**src/rtl/comparador_pkg.sv**
```systemverilog
// Shared definitions for the serial comparator: FSM encoding, default width
// and a helper that sizes the pair counter.
package comparador_pkg;

  localparam int DEFAULT_WIDTH = 8;

  typedef enum logic [1:0] {
    IDLE    = 2'd0,
    COMPARE = 2'd1,
    DONE    = 2'd2
  } state_t;

  // Counter must hold 0 .. pairs-1; a single pair still needs one bit of storage.
  function automatic int cnt_width(input int pairs);
    return (pairs > 1) ? $clog2(pairs) : 1;
  endfunction

endpackage

```
**src/rtl/comparador.sv**
```systemverilog
// Two-bit magnitude comparator; the only place operand values are compared.
module comparador (
  input  logic [1:0] a_i,
  input  logic [1:0] b_i,
  output logic       eq_o,
  output logic       lt_o,
  output logic       gt_o
);

  assign eq_o = (a_i == b_i);
  assign lt_o = (a_i <  b_i);
  assign gt_o = (a_i >  b_i);

endmodule

```
**src/rtl/comparador_serial.sv**
```systemverilog
// Serial unsigned comparator: walks both operands two bits per cycle, MSB pair
// first, and exits as soon as a pair differs.
//
//   state   | meaning
//   IDLE    | waiting for start; all registers hold
//   COMPARE | one operand pair examined per cycle (busy=1)
//   DONE    | flags freshly updated, done pulses for one cycle
module comparador_serial
  import comparador_pkg::*;
#(
  parameter int WIDTH = DEFAULT_WIDTH
) (
  input  logic             clk,
  input  logic             reset,
  input  logic             start,
  input  logic [WIDTH-1:0] A,
  input  logic [WIDTH-1:0] B,
  output logic             busy,
  output logic             done,
  output logic             A_equal_B,
  output logic             A_less_B,
  output logic             A_greater_B
);

  localparam int PAIRS = WIDTH / 2;
  localparam int CNT_W = cnt_width(PAIRS);
  localparam logic [CNT_W-1:0] LAST_PAIR = CNT_W'(PAIRS - 1);

  if (((WIDTH % 2) != 0) || (WIDTH < 2)) begin : g_bad_width
    $error("comparador_serial: WIDTH must be even and >= 2");
  end

  state_t           state_q, state_d;
  logic [WIDTH-1:0] a_q, a_d;
  logic [WIDTH-1:0] b_q, b_d;
  logic [CNT_W-1:0] cnt_q, cnt_d;
  logic             eq_q, eq_d;
  logic             lt_q, lt_d;
  logic             gt_q, gt_d;

  logic pair_eq, pair_lt, pair_gt;

  comparador u_comparador (
    .a_i  (a_q[WIDTH-1 -: 2]),
    .b_i  (b_q[WIDTH-1 -: 2]),
    .eq_o (pair_eq),
    .lt_o (pair_lt),
    .gt_o (pair_gt)
  );

  always_ff @(posedge clk) begin
    if (reset) begin
      state_q <= IDLE;
      a_q     <= '0;
      b_q     <= '0;
      cnt_q   <= '0;
      eq_q    <= 1'b0;
      lt_q    <= 1'b0;
      gt_q    <= 1'b0;
    end else begin
      state_q <= state_d;
      a_q     <= a_d;
      b_q     <= b_d;
      cnt_q   <= cnt_d;
      eq_q    <= eq_d;
      lt_q    <= lt_d;
      gt_q    <= gt_d;
    end
  end

  always_comb begin
    state_d = state_q;
    a_d     = a_q;
    b_d     = b_q;
    cnt_d   = cnt_q;
    eq_d    = eq_q;
    lt_d    = lt_q;
    gt_d    = gt_q;

    unique case (state_q)
      IDLE: begin
        if (start) begin
          a_d     = A;
          b_d     = B;
          cnt_d   = '0;
          state_d = COMPARE;
        end
      end

      COMPARE: begin
        if (!pair_eq) begin
          eq_d    = 1'b0;
          lt_d    = pair_lt;
          gt_d    = pair_gt;
          state_d = DONE;
        end else if (cnt_q == LAST_PAIR) begin
          eq_d    = 1'b1;
          lt_d    = 1'b0;
          gt_d    = 1'b0;
          state_d = DONE;
        end else begin
          // Shifting brings the next lower pair into the comparator window.
          a_d   = a_q << 2;
          b_d   = b_q << 2;
          cnt_d = cnt_q + CNT_W'(1);
        end
      end

      DONE: state_d = IDLE;

      default: state_d = IDLE;
    endcase
  end

  assign busy        = (state_q == COMPARE);
  assign done        = (state_q == DONE);
  assign A_equal_B   = eq_q;
  assign A_less_B    = lt_q;
  assign A_greater_B = gt_q;

endmodule
```
**config.mk**
```make
export PLATFORM = sky130hd
export DESIGN_NAME = comparador_serial
export DESIGN_NICKNAME = d
export VERILOG_FILES = /design/src/rtl/comparador_pkg.sv /design/src/rtl/comparador.sv /design/src/rtl/comparador_serial.sv
export SDC_FILE = /design/constraint.sdc
export NUM_CORES = 1
export LEC_CHECK = 0
export CORE_UTILIZATION = 50
export DETAILED_ROUTE_END_ITERATION = 7
export PLACE_DENSITY = 0.81
export SYNTH_ARGS = -nofsm -noshare
export SYNTH_HDL_FRONTEND = slang
export SYNTH_SLANG_ARGS = --single-unit
```
**constraint.sdc**
```tcl
create_clock -name clk -period 1.72 [get_ports clk]
set_input_delay 0.344 -clock clk [delete_from_list [all_inputs] [get_ports clk]]
set_output_delay 0.344 -clock clk [all_outputs]
set_load 0.02 [all_outputs]
```
==> reports/qor.txt <==
Netlist Area Pre-Place = 1170 um^2
Minimum clock period = 1.63 ns
Crit-path cells = inv_1, ha_1, nand4b_1, buf_6, a211oi_1, a211oi_1
RSZ-0062 raised after global routing = true
# H-tree levels = 1
Hold path depth = 2
Max Root-Sink Buffers = 2
CP Class = reg2reg
Drt via density = 5.53
Cell internal pwr = 938 uW
Post-DP HPWL = 1810 um
Final Wtd Congestion = 0.802
Peak VDD IR = 0.512 mV
Hold-fix buffers, CTS = 0
Most frequent cells in the layout = a211oi_1, dfxtp_1, clkdlybuf4s50_1, inv_1, mux2_2
Worst hold-check path type = reg2reg
WL per Instance = 13.4 um
Congestion Overflow GR = 0
Synth Register Bits = 23
Vias in the first global route = 936
Fmax = 612 MHz
Starting Density = 53.1%
Sequential share of power = 47.3%
Period utilisation layout = 95.0%
Smallest setup slack after layout = 0.0852 ns
CP max stage cell = dfxtp_1
Clock transition at path regs = 0.12 ns
DR pass1 iterations = 4
IO Pins = 24
Sink Count = 23
Core Region = 2210 um^2
WHS = 0.470 ns
Fin cells = 178
Crit path DAT = 1.83 ns
Chip Height = 50.5 um
Synth Instances = 124
Unique masters post-synth = 26
Crit-path max FO = 17
Share of cells above drive strength 1 = 18.0%
Syn Nets = 146
Max_cap viols = 0
Setup violators final = 0
P_leak = 0.549 nW
FF-to-FF path depth = 6
Register area share after synthesis = 39.2%
Area grow syn2layout = 25.7%
Critical Path RT = 1.91 ns
DP Worst Slack = 0.0723 ns
Power Total = 1.37 mW
Post-route DRC violation count = 0
Post-Route WL = 2380 um
Syn. warnings = 0
Pwr dens = 932 nW/um^2
DR iter-0 viols = 13
Setup_tns = 0 ns
Layout net count = 173
Vias = 985
Clock Power Share = 18.1%
PortBufs = 23
Gr usage total = 20.8%
Worst path max stage delay = 0.33 ns
Detail Route Antenna Nets = 0
Largest net degree at the start of global routing = 20
First-pass GRT wire length = 3970 um
Placed cells = 174
CTS tree = yes
Worst-margin pin slew = 0.302 ns
N_diodes = 0
Most frequent CP cell = a211oi_1
Combinational group share of total power = 34.6%
Filler cell count = 191
Clk_skew = 0.00326 ns
CP endpoint kind = flop
Most common cell after layout, fill and taps aside = a211oi_1
Slew Viols, Final = 0
FP Rows = 17
Mean area per synthesized cell = 9.46 um^2
Worst skew pair latency = 0.30 ns
Num CTS Buffers = 3
Status = completed
Worst slew margin = 79.7%
Fin. Hold Viols = 0
Full die area = 2550 um^2
Initial antenna violation count = 0
Die width = 50.5 um
Switching Fraction = 31.8%
Sw Pwr = 437 uW
CP startpoint kind = flop
CTS root buffer = clkbuf_4
flip-flops by register name (all words and copies together), names as in the netlist:
register	flops
state_q	2
cnt_q	2
A_less_B	1
b_q	8
a_q	8
A_greater_B	1
A_equal_B	1
cells in the mapped netlist:
| cell type | instances | area (um^2) |
|---|---|---|
| nand3_1 | 4 | 20.0 |
| a21oi_1 | 8 | 40.0 |
| and3b_1 | 1 | 8.76 |
| o21ai_0 | 4 | 20.0 |
| o211ai_1 | 1 | 7.51 |
| nand2b_4 | 1 | 13.8 |
| nor2_1 | 1 | 3.75 |
| nand2_1 | 1 | 3.75 |
| buf_6 | 3 | 33.8 |
| or4_1 | 1 | 7.51 |
| or4b_1 | 2 | 20.0 |
| nor2b_1 | 2 | 12.5 |
| nor3b_1 | 1 | 7.51 |
| clkbuf_1 | 3 | 11.3 |
| ha_1 | 3 | 37.5 |
| a211oi_1 | 25 | 188 |
| buf_1 | 1 | 3.75 |
| inv_1 | 13 | 48.8 |
| nand4b_1 | 1 | 8.76 |
| nand2b_1 | 3 | 18.8 |
| nor3_1 | 1 | 5.00 |
| mux2_2 | 12 | 135 |
| dfxtp_1 | 23 | 460 |
| a21o_1 | 1 | 7.51 |
| buf_2 | 4 | 20.0 |
| a22oi_1 | 4 | 30.0 |
logic make-up (layout without fill, tap and decap cells):
group,Yosys count,in the layout,share of synthesized area [%]
AO/OA/AOI/OAI,43,43,24.9
buffers and inverters,24,50,10.0
AND/OR/NAND/NOR,19,19,11.1
adder cells (fa/ha/maj),3,3,3.20
flip-flops,23,23,39.2
multiplexers,12,12,11.5
power by group through the flow:
stage / sequential (mW) / combinational (mW) / clock [mW]
detailed placement: 0.662 / 0.474 / 0
global placement: 0.659 / 0.461 / 0
CTS: 0.650 / 0.473 / 0.257
global route: 0.659 / 0.523 / 0.280
floorplan: 0.655 / 0.337 / 0
finish: 0.650 / 0.476 / 0.249
metrics by stage:
stage / utilization, % / cell area, um^2
detailed placement: 65.3 / 1450
global placement: 65.3 / 1450
global route: 66.7 / 1480
floorplan: - / 1170
CTS: 66.4 / 1470
finish: 66.7 / 1480
path summary, 6_finish.rpt:
| kind | to | startpoint | slack [ns] |
|---|---|---|---|
| min reg2reg | a_q[2]$_SDFFE_PP0P_ | a_q[2]$_SDFFE_PP0P_ | 0.47 |
| max reg2reg | a_q[7]$_SDFFE_PP0P_ | b_q[7]$_SDFFE_PP0P_ | 0.09 |
| max | a_q[7]$_SDFFE_PP0P_ | b_q[7]$_SDFFE_PP0P_ | 0.09 |
| min | a_q[2]$_SDFFE_PP0P_ | a_q[2]$_SDFFE_PP0P_ | 0.47 |
timing repair:
| item | in CTS | in global routing |
|---|---|---|
| buffers inserted | 0 | 0 |
| pin swaps | 0 | 0 |
| endpoints found under the setup margin | 2 | 8 |
| resized for setup | 2 | 3 |
layer usage:
metal | GRT usage, % | wire length (um) | vias up
met5 | 0 | 0 | -
met4 | 10.6 | 26 | 0
met3 | 2.73 | 58 | 2
met2 | 34.7 | 1190 | 13
met1 | 26.0 | 1110 | 466
li1 | - | - | 504
critical path, delay by kind of cell, from the launching register on:
kind	cells	cell delay, ns
compound gates	2	0.39
fa+ha+maj	1	0.31
buf+inv	2	0.28
flops	1	0.33
simple gates	1	0.21
cell type report:
class                      instances  area, um^2  area share [%]
clock buffer                       4        26.3            1.78
tap                               28        35.0            2.37
inverter                          13        48.8            3.31
multi-input combinational         77         597            40.5
timing repair buffer              33         308            20.9
sequential                        23         460            31.2
Power figures use the tool's default switching activity.
